<file path="src/rtl/lsu_pkg.sv">
// Shared definitions for the load/store controller: funct3 codes, FSM states
// and the alignment/legality rule applied at request accept.
package lsu_pkg;

    localparam logic [2:0] F3_B  = 3'b000;
    localparam logic [2:0] F3_H  = 3'b001;
    localparam logic [2:0] F3_W  = 3'b010;
    localparam logic [2:0] F3_BU = 3'b100;
    localparam logic [2:0] F3_HU = 3'b101;

    typedef enum logic [1:0] {
        S_IDLE = 2'd0,
        S_LOAD = 2'd1,
        S_RMW  = 2'd2,
        S_RESP = 2'd3
    } state_t;

    // Unsigned variants exist only for loads; stores stop at SW.
    function automatic logic legal_access(input logic we, input logic [2:0] funct3,
                                          input logic [1:0] addr_lo);
        logic ok;
        ok = 1'b0;
        case (funct3)
            F3_B:    ok = 1'b1;
            F3_H:    ok = ~addr_lo[0];
            F3_W:    ok = (addr_lo == 2'b00);
            F3_BU:   ok = ~we;
            F3_HU:   ok = ~we & ~addr_lo[0];
            default: ok = 1'b0;
        endcase
        return ok;
    endfunction

endpackage

</file>
<file path="src/rtl/lsu_ctrl_if.sv">
// Execute-stage request/response handshake plus the single data memory port.
// The master side is the environment (execute stage and data_mem together).
interface lsu_ctrl_if #(parameter int ADDR_WIDTH = 10);

    logic                  req_valid;
    logic                  req_ready;
    logic                  req_we;
    logic [2:0]            req_funct3;
    logic [31:0]           req_addr;
    logic [31:0]           req_wdata;
    logic                  resp_valid;
    logic                  resp_err;
    logic [31:0]           resp_rdata;
    logic                  mem_we;
    logic [ADDR_WIDTH-1:0] mem_a;
    logic [31:0]           mem_wd;
    logic [31:0]           mem_rd;

    modport master (
        output req_valid, req_we, req_funct3, req_addr, req_wdata, mem_rd,
        input  req_ready, resp_valid, resp_err, resp_rdata, mem_we, mem_a, mem_wd
    );

    modport slave (
        input  req_valid, req_we, req_funct3, req_addr, req_wdata, mem_rd,
        output req_ready, resp_valid, resp_err, resp_rdata, mem_we, mem_a, mem_wd
    );

endinterface

</file>
<file path="src/rtl/lsu_lane.sv">
// Byte/halfword lane logic shared by the load path (select + extend) and the
// read-modify-write path (merge store data into the old word).
module lsu_lane
    import lsu_pkg::*;
(
    input  logic [31:0] word,
    input  logic [15:0] wdata,
    input  logic [2:0]  funct3,
    input  logic [1:0]  addr_lo,
    output logic [31:0] load_data,
    output logic [31:0] store_word
);

    logic [7:0]  byte_sel;
    logic [15:0] half_sel;

    always_comb begin
        byte_sel = word[{addr_lo, 3'b000} +: 8];
        half_sel = addr_lo[1] ? word[31:16] : word[15:0];

        case (funct3)
            F3_B:    load_data = {{24{byte_sel[7]}}, byte_sel};
            F3_BU:   load_data = {24'd0, byte_sel};
            F3_H:    load_data = {{16{half_sel[15]}}, half_sel};
            F3_HU:   load_data = {16'd0, half_sel};
            default: load_data = word;
        endcase

        store_word = word;
        case (funct3[1:0])
            2'b00: store_word[{addr_lo, 3'b000} +: 8] = wdata[7:0];
            2'b01: begin
                if (addr_lo[1]) store_word[31:16] = wdata;
                else            store_word[15:0]  = wdata;
            end
            default: store_word = word;
        endcase
    end

endmodule

</file>
<file path="src/rtl/lsu_ctrl.sv">
// Load/store controller: one access at a time on a word-wide synchronous
// memory, with RMW for sub-word stores and error reporting for bad accesses.
module lsu_ctrl
    import lsu_pkg::*;
#(
    parameter int ADDR_WIDTH = 10
) (
    input  logic        clk,
    input  logic        rst,
    lsu_ctrl_if.slave   bus
);

    state_t                state_q, state_d;
    logic                  err_q, err_d;
    logic [2:0]            funct3_q, funct3_d;
    logic [ADDR_WIDTH+1:0] addr_q, addr_d;
    logic [15:0]           wdata_q, wdata_d;

    logic                  accept;
    logic                  legal;
    logic [31:0]           lane_load;
    logic [31:0]           lane_store;
    logic                  unused_addr_hi;

    assign bus.req_ready  = (state_q == S_IDLE) && !rst;
    assign accept         = bus.req_valid && bus.req_ready;
    assign legal          = legal_access(bus.req_we, bus.req_funct3, bus.req_addr[1:0]);
    // Byte addresses beyond the memory alias onto it.
    assign unused_addr_hi = ^bus.req_addr[31:ADDR_WIDTH+2];

    lsu_lane u_lane (
        .word       (bus.mem_rd),
        .wdata      (wdata_q),
        .funct3     (funct3_q),
        .addr_lo    (addr_q[1:0]),
        .load_data  (lane_load),
        .store_word (lane_store)
    );

    always_comb begin
        state_d  = state_q;
        err_d    = err_q;
        funct3_d = funct3_q;
        addr_d   = addr_q;
        wdata_d  = wdata_q;

        bus.resp_valid = 1'b0;
        bus.resp_err   = 1'b0;
        bus.resp_rdata = 32'd0;
        bus.mem_we     = 1'b0;
        bus.mem_a      = addr_q[ADDR_WIDTH+1:2];
        bus.mem_wd     = 32'd0;

        case (state_q)
            S_IDLE: begin
                bus.mem_a = bus.req_addr[ADDR_WIDTH+1:2];
                if (accept) begin
                    funct3_d = bus.req_funct3;
                    addr_d   = bus.req_addr[ADDR_WIDTH+1:0];
                    wdata_d  = bus.req_wdata[15:0];
                    err_d    = !legal;
                    if (!legal) begin
                        state_d = S_RESP;
                    end else if (!bus.req_we) begin
                        state_d = S_LOAD;
                    end else if (bus.req_funct3 == F3_W) begin
                        bus.mem_we = 1'b1;
                        bus.mem_wd = bus.req_wdata;
                        state_d    = S_RESP;
                    end else begin
                        state_d = S_RMW;
                    end
                end
            end
            S_LOAD: begin
                bus.resp_valid = 1'b1;
                bus.resp_rdata = lane_load;
                state_d        = S_IDLE;
            end
            S_RMW: begin
                bus.mem_we = 1'b1;
                bus.mem_wd = lane_store;
                state_d    = S_RESP;
            end
            S_RESP: begin
                bus.resp_valid = 1'b1;
                bus.resp_err   = err_q;
                state_d        = S_IDLE;
            end
            default: state_d = S_IDLE;
        endcase

        // Reset silences the port, which also drops an in-flight RMW write.
        if (rst) begin
            bus.resp_valid = 1'b0;
            bus.resp_err   = 1'b0;
            bus.resp_rdata = 32'd0;
            bus.mem_we     = 1'b0;
            bus.mem_a      = '0;
            bus.mem_wd     = 32'd0;
        end
    end

    always_ff @(posedge clk) begin
        if (rst) begin
            state_q <= S_IDLE;
            err_q   <= 1'b0;
        end else begin
            state_q <= state_d;
            err_q   <= err_d;
        end
    end

    always_ff @(posedge clk) begin
        funct3_q <= funct3_d;
        addr_q   <= addr_d;
        wdata_q  <= wdata_d;
    end

endmodule

</file>
<file path="src/flat_wrapper.sv">
// flat-port wrapper written by rule: the top's interface ports become plain ports
module lsu_ctrl_flat import lsu_pkg::*;
#(
    parameter int ADDR_WIDTH = 10
)
  (clk, rst, bus_req_valid, bus_req_we, bus_req_funct3, bus_req_addr, bus_req_wdata, bus_mem_rd, bus_req_ready, bus_resp_valid, bus_resp_err, bus_resp_rdata, bus_mem_we, bus_mem_a, bus_mem_wd);
  lsu_ctrl_if #(.ADDR_WIDTH(ADDR_WIDTH)) bus_i ();
  input  logic clk;
  input  logic rst;
  input wire logic [$bits(bus_i.req_valid)-1:0] bus_req_valid;
  input wire logic [$bits(bus_i.req_we)-1:0] bus_req_we;
  input wire logic [$bits(bus_i.req_funct3)-1:0] bus_req_funct3;
  input wire logic [$bits(bus_i.req_addr)-1:0] bus_req_addr;
  input wire logic [$bits(bus_i.req_wdata)-1:0] bus_req_wdata;
  input wire logic [$bits(bus_i.mem_rd)-1:0] bus_mem_rd;
  output wire logic [$bits(bus_i.req_ready)-1:0] bus_req_ready;
  output wire logic [$bits(bus_i.resp_valid)-1:0] bus_resp_valid;
  output wire logic [$bits(bus_i.resp_err)-1:0] bus_resp_err;
  output wire logic [$bits(bus_i.resp_rdata)-1:0] bus_resp_rdata;
  output wire logic [$bits(bus_i.mem_we)-1:0] bus_mem_we;
  output wire logic [$bits(bus_i.mem_a)-1:0] bus_mem_a;
  output wire logic [$bits(bus_i.mem_wd)-1:0] bus_mem_wd;
  assign bus_i.req_valid = bus_req_valid;
  assign bus_i.req_we = bus_req_we;
  assign bus_i.req_funct3 = bus_req_funct3;
  assign bus_i.req_addr = bus_req_addr;
  assign bus_i.req_wdata = bus_req_wdata;
  assign bus_i.mem_rd = bus_mem_rd;
  assign bus_req_ready = bus_i.req_ready;
  assign bus_resp_valid = bus_i.resp_valid;
  assign bus_resp_err = bus_i.resp_err;
  assign bus_resp_rdata = bus_i.resp_rdata;
  assign bus_mem_we = bus_i.mem_we;
  assign bus_mem_a = bus_i.mem_a;
  assign bus_mem_wd = bus_i.mem_wd;
  lsu_ctrl #(.ADDR_WIDTH(ADDR_WIDTH)) u_core (.clk(clk), .rst(rst), .bus(bus_i));
endmodule
</file>
<file path="config.mk">
export PLATFORM = sky130hd
export DESIGN_NAME = lsu_ctrl_flat
export DESIGN_NICKNAME = d
export VERILOG_FILES = /design/src/rtl/lsu_pkg.sv /design/src/rtl/lsu_ctrl_if.sv /design/src/rtl/lsu_lane.sv /design/src/rtl/lsu_ctrl.sv /design/src/flat_wrapper.sv
export SDC_FILE = /design/constraint.sdc
export NUM_CORES = 1
export LEC_CHECK = 0
export CAP_MARGIN = 20
export CORE_UTILIZATION = 42
export CTS_CLUSTER_DIAMETER = 80
export DETAILED_ROUTE_END_ITERATION = 7
export MAX_ROUTING_LAYER = met4
export PLACE_DENSITY_LB_ADDON = 0.15
export SKIP_LAST_GASP = 1
export SLEW_MARGIN = 20
export SYNTH_ARGS = -nofsm -noshare
export SYNTH_HDL_FRONTEND = slang
export SYNTH_SLANG_ARGS = --single-unit
</file>
<file path="constraint.sdc">
create_clock -name clk -period 4.1 [get_ports clk]
set_clock_uncertainty 0.15 [all_clocks]
set_input_delay 0.82 -clock clk [delete_from_list [all_inputs] [get_ports clk]]
set_output_delay 0.82 -clock clk [all_outputs]
set_load 0.03 [all_outputs]
</file>
After elaboration in Yosys (flattened, before gate mapping)
Index checks and enable logic that the tools add are counted.

word-level totals
  register bits = 34
  input bits = 103
  logic and storage cells = 67

cells by class
  add/sub/neg operators = 1
  equality and inequality tests = 12
  shifts and indexed selects = 3
  mux-type cells = 32
  bitwise operators = 3
  reduce and logical (&&, ||, !) cells = 11

operators with widths
  operator                                               count
  2-to-1 mux 32 bit                                      7
  case mux 32 bit (2 select lines)                       2
  case mux 32 bit (4 select lines)                       1
  2-to-1 mux 16 bit                                      3
  bitwise mux 32 bit                                     1
  variable shift 8 x 7 -> 32 bit (first input constant)  1
  indexed part select 32 x 6 -> 8 bit                    1
  indexed part select 8 x 7 -> 32 bit                    1
  2-to-1 mux 10 bit                                      2
  equality test 3 bit (second input constant)            4
  2-to-1 mux 1 bit                                       10
  negator 5 -> 7 bit                                     1
  equality test 3 x 1 -> 1 bit (second input constant)   2
  logical NOT 2 bit                                      3
  logical NOT 3 bit                                      2
  2-to-1 mux 2 bit                                       3
  case mux 2 bit (3 select lines)                        1
  case mux 1 bit (5 select lines)                        1
  equality test 2 x 1 -> 1 bit (second input constant)   2
  equality test 2 bit (second input constant)            2
  equality test 3 x 2 -> 1 bit (second input constant)   1
  logical AND 1 bit                                      2
  logical NOT 1 bit                                      2
  != test 2 x 1 -> 1 bit (second input constant)         1
  other kinds (5)                                        6

Longest topological paths before layout
  depth in word-level cells = 7
  gate-level depth with buffers = 8
  mapped depth without buffers = 5

By module
Synthesis repeated with hierarchy kept, for this count alone.

unflattened totals
  cells, all modules = 445
  area total of the unflattened synthesis = 3,724.8 sq um

by module, submodules not included
  module    times used  cells each  area each (sq um)  seq. area each (sq um)
  lsu_lane  1           279         1,871.8            0.0
  lsu_ctrl  1           166         1,853.0            991.0

Least setup slack after synthesis
No wires, ideal clock.

  path kind = input to output
  from = input port rst
  to = output port bus_resp_rdata[6]
  arrival = 3,132 ps
  required time = 3,130 ps
  slack = -2 ps
  stages on the path = 5
  path through = buf_6 > or3b_1 > buf_2 > buf_2 > a2111oi_0

between the ends
  longest elaborated chain between the ends = 1

ends and longest elaborated chain
  item                line                text
  start: declaration  flat_wrapper.sv:9   input logic rst;
  2-to-1 mux 32 bit   lsu_ctrl.sv:94      if (rst) begin
  end: declaration    flat_wrapper.sv:19  output wire logic [$bits(bus_i.resp_rdata)-1:0] bus_resp_rdata;

No other way between the ends.

Worst setup path after layout
Ends and elaborated chain as after synthesis.

==> results.json <==
{
  "netlist_area_sq_mm": 0.003685,
  "layout_min_cycle_time_ns": 3.828,
  "fmax_mhz": 261.2,
  "port_buffers": 160,
  "num_antenna_cells": 0,
  "cpMostUsedCell": "buf_4",
  "core_sq_mm": 0.008341,
  "grt_start_max_net_pins": 34,
  "cts_buffer_depth": 2,
  "die_h_um": 95.67,
  "postCtsHoldBufs": 0,
  "wl_um": 14440,
  "grt_use_total_pct": 32.09,
  "async_reset_ff_share_pct": 0,
  "tightest_slew_ns": 1.103,
  "internal_power_uw": 742.6,
  "crit_slowest_cell": "or3b_1",
  "synth.distinct_cells": 45,
  "yosysTopAreaCell": "edfxtp_1",
  "cts_made_buffers": 5,
  "power_density_mw_per_mm2": 211.4,
  "crit_path_cell_trace": "clkdlybuf4s50_1 > or3b_1 > buf_4 > a2111oi_1 > buf_4 > buf_12",
  "synth_seq_area_share_pct": 26.89,
  "setup-violations-final": 0,
  "netlist_instances": 429,
  "synth_nets": 537,
  "drc_errors": 0,
  "setup_tns_ns": 0,
  "p_total_mw": 1.152,
  "critical_path_class": "primary input to output pin",
  "area_growth_pct": 47.88,
  "place_ws_ns": 0.2774,
  "hold_viol": 0,
  "row_count": 33,
  "ir_drop_mv": 0.1624,
  "slowest_delay_ns": 0.58,
  "cp-end-kind": "output pin",
  "synth_top_area_share_pct": 25.26,
  "root_buffer": "clkbuf_8",
  "slew_headroom_pct": 26.34,
  "cap_viol_max_count": 0,
  "post_drt_wl_per_cell_um": 21.26,
  "dp_hpwl_um": 10680,
  "grt_pass1_wl_um": 21710,
  "synth_seq_cells": 34,
  "first_pass_iters": 5,
  "drive_above_1_share_pct": 21.95,
  "cts_tree": "yes",
  "grt_pass1_vias": 4082,
  "post_cts_resized": 0,
  "yosysMostFrequentCell": "nand2_1",
  "worst_ep_required_time_ns": 3.13,
  "via_count": 4341,
  "io_pins": 181,
  "num-fill-cells": 715,
  "synth_area_leaders": "edfxtp_1 25%, a221o_1 8.7%, a32o_1 8.4%",
  "vias_per_cell": 6.393,
  "cp.arrival_ns": 2.86,
  "multi_input_area_sq_mm": 0.002399,
  "gp_congestion": 0.9378,
  "outcome": "completed",
  "finalCritPeriodShare_pct": 93.37,
  "synth_warnings": 0,
  "die_w_um": 95.67,
  "cts.sinks": 34,
  "ctsHtreeMaxLevel": 2,
  "dieArea_sq_mm": 0.009152,
  "p_sw_uw": 409.6,
  "p_seq_share_pct": 36.3,
  "drv_slew": 0,
  "insertion_delay_ns": 0.27,
  "ys_top_cells_by_count": "39 x nand2_1, 38 x a21oi_1, 33 x nor2b_1",
  "sw_frac_of_total_pct": 35.55,
  "cellLeakagePower_nw": 2.100,
  "cp_max_fo": 9,
  "synth_flop_cell": "edfxtp_1",
  "floorplan.initialDensity_pct": 44.18,
  "power.share.combinational_pct": 42.8,
  "ant_nets": 0,
  "cts_setup_buffers": 0,
  "synth-edff-count": 31,
  "ff_latch_area_sq_um": 991.0,
  "dr.first_iter.drc_count": 449,
  "nets": 681,
  "rsz0062_at_grt": "no",
  "cts.clk_slew.worst_paths_ns": 0.07,
  "clkPwrFrac_pct": 20.9,
  "syn_area_per_cell_sq_um": 8.589,
  "grt-ovfl-total": 0,
  "start_kind": "primary input",
  "fin_util_pct": 65.33,
  "hold_class": "flop to flop",
  "grt_antenna_before_repair": 0,
  "worst_slack_ns": 0.2719
}
cells by family (layout without fill, tap and decap cells):
group	after synthesis	in the layout	share of synthesized area [%]
compound gates	181	181	39.86
fa+ha+maj	5	5	1.698
buf+inv	70	215	8.624
flops	34	34	26.89
mux	13	13	4.856
simple gates	126	126	18.06
state kept, by name, indices dropped and copies added, names as in the netlist:
register	count
u_core.wdata_q	16
u_core.addr_q	12
u_core.err_q	1
u_core.state_q	2
u_core.funct3_q	3
per-stage QoR:
step / cell area, sq um / cells / hold slack (ns)
2_1_floorplan: 3686 / 429 / 0.2973
3_3_place_gp: 5361 / 671 / 0.3155
3_5_place_dp: 5368 / 671 / 0.3309
4_1_cts: 5449 / 679 / 0.3425
5_1_grt: 5449 / 679 / 0.3663
6_report: 5449 / 679 / 0.3409
worst max-delay path: cells and delay by family:
| kind | cells | cell delay (ns) |
|---|---|---|
| buffers and inverters | 4 | 1.05 |
| and+or+nand+nor | 1 | 0.58 |
| AOI/OAI and AO/OA | 1 | 0.41 |
cells in the final DEF (no fill, tap or decap), types with 5 or more instances in the layout:
master,Yosys,final
a21oi_1,38,38
buf_4,0,73
edfxtp_1,31,31
nor2b_1,33,33
a2bb2oi_1,31,31
nor2_1,27,27
o21ai_2,10,10
a2111oi_0,12,11
clkdlybuf4s50_1,0,96
and2_1,5,5
a211oi_1,6,6
clkbuf_8,0,5
o21ai_0,11,11
nand2_1,39,39
ha_1,5,5
a221o_1,32,32
a32o_1,31,31
mux2_2,9,9
inv_1,26,26
buf_12,0,12
final timing paths:
path                                   startpoint                  to  slack, ns  cells after the start
worst min-delay path                 u_core.err_q        u_core.err_q       0.34                      2
worst max-delay path                          rst   bus_resp_rdata[6]       0.27                      6
worst max register to register  u_core.state_q[0]  u_core.wdata_q[12]       2.35                      3
worst min register to register       u_core.err_q        u_core.err_q       0.34                      2
power groups by stage:
stage | logic, mW | registers (mW) | clock network, mW
final | 0.493 | 0.419 | 0.240
after global routing | 0.522 | 0.420 | 0.258
after CTS | 0.490 | 0.418 | 0.243
after detailed placement | 0.487 | 0.425 | 0
after global placement | 0.480 | 0.424 | 0
after floorplan | 0.263 | 0.416 | 0
routing by layer:
metal	up-vias	GRT usage, %	wire [um]	share of wire, %
met5	-	-	0	0
met4	0	10.57	418	2.9
met3	29	4.785	1414	9.8
met2	259	50.89	6847	47
met1	2088	41.84	5755	40
li1	1965	-	-	-
cell type report:
class	count	share of cell area [%]
inverter	26	1.791
multi-input combinational	325	44.02
clock inverter	2	0.1607
tap	105	2.411
sequential	34	18.19
timing repair buffer	181	32.10
clock buffer	6	1.332
(Power assumes the default switching activity.)
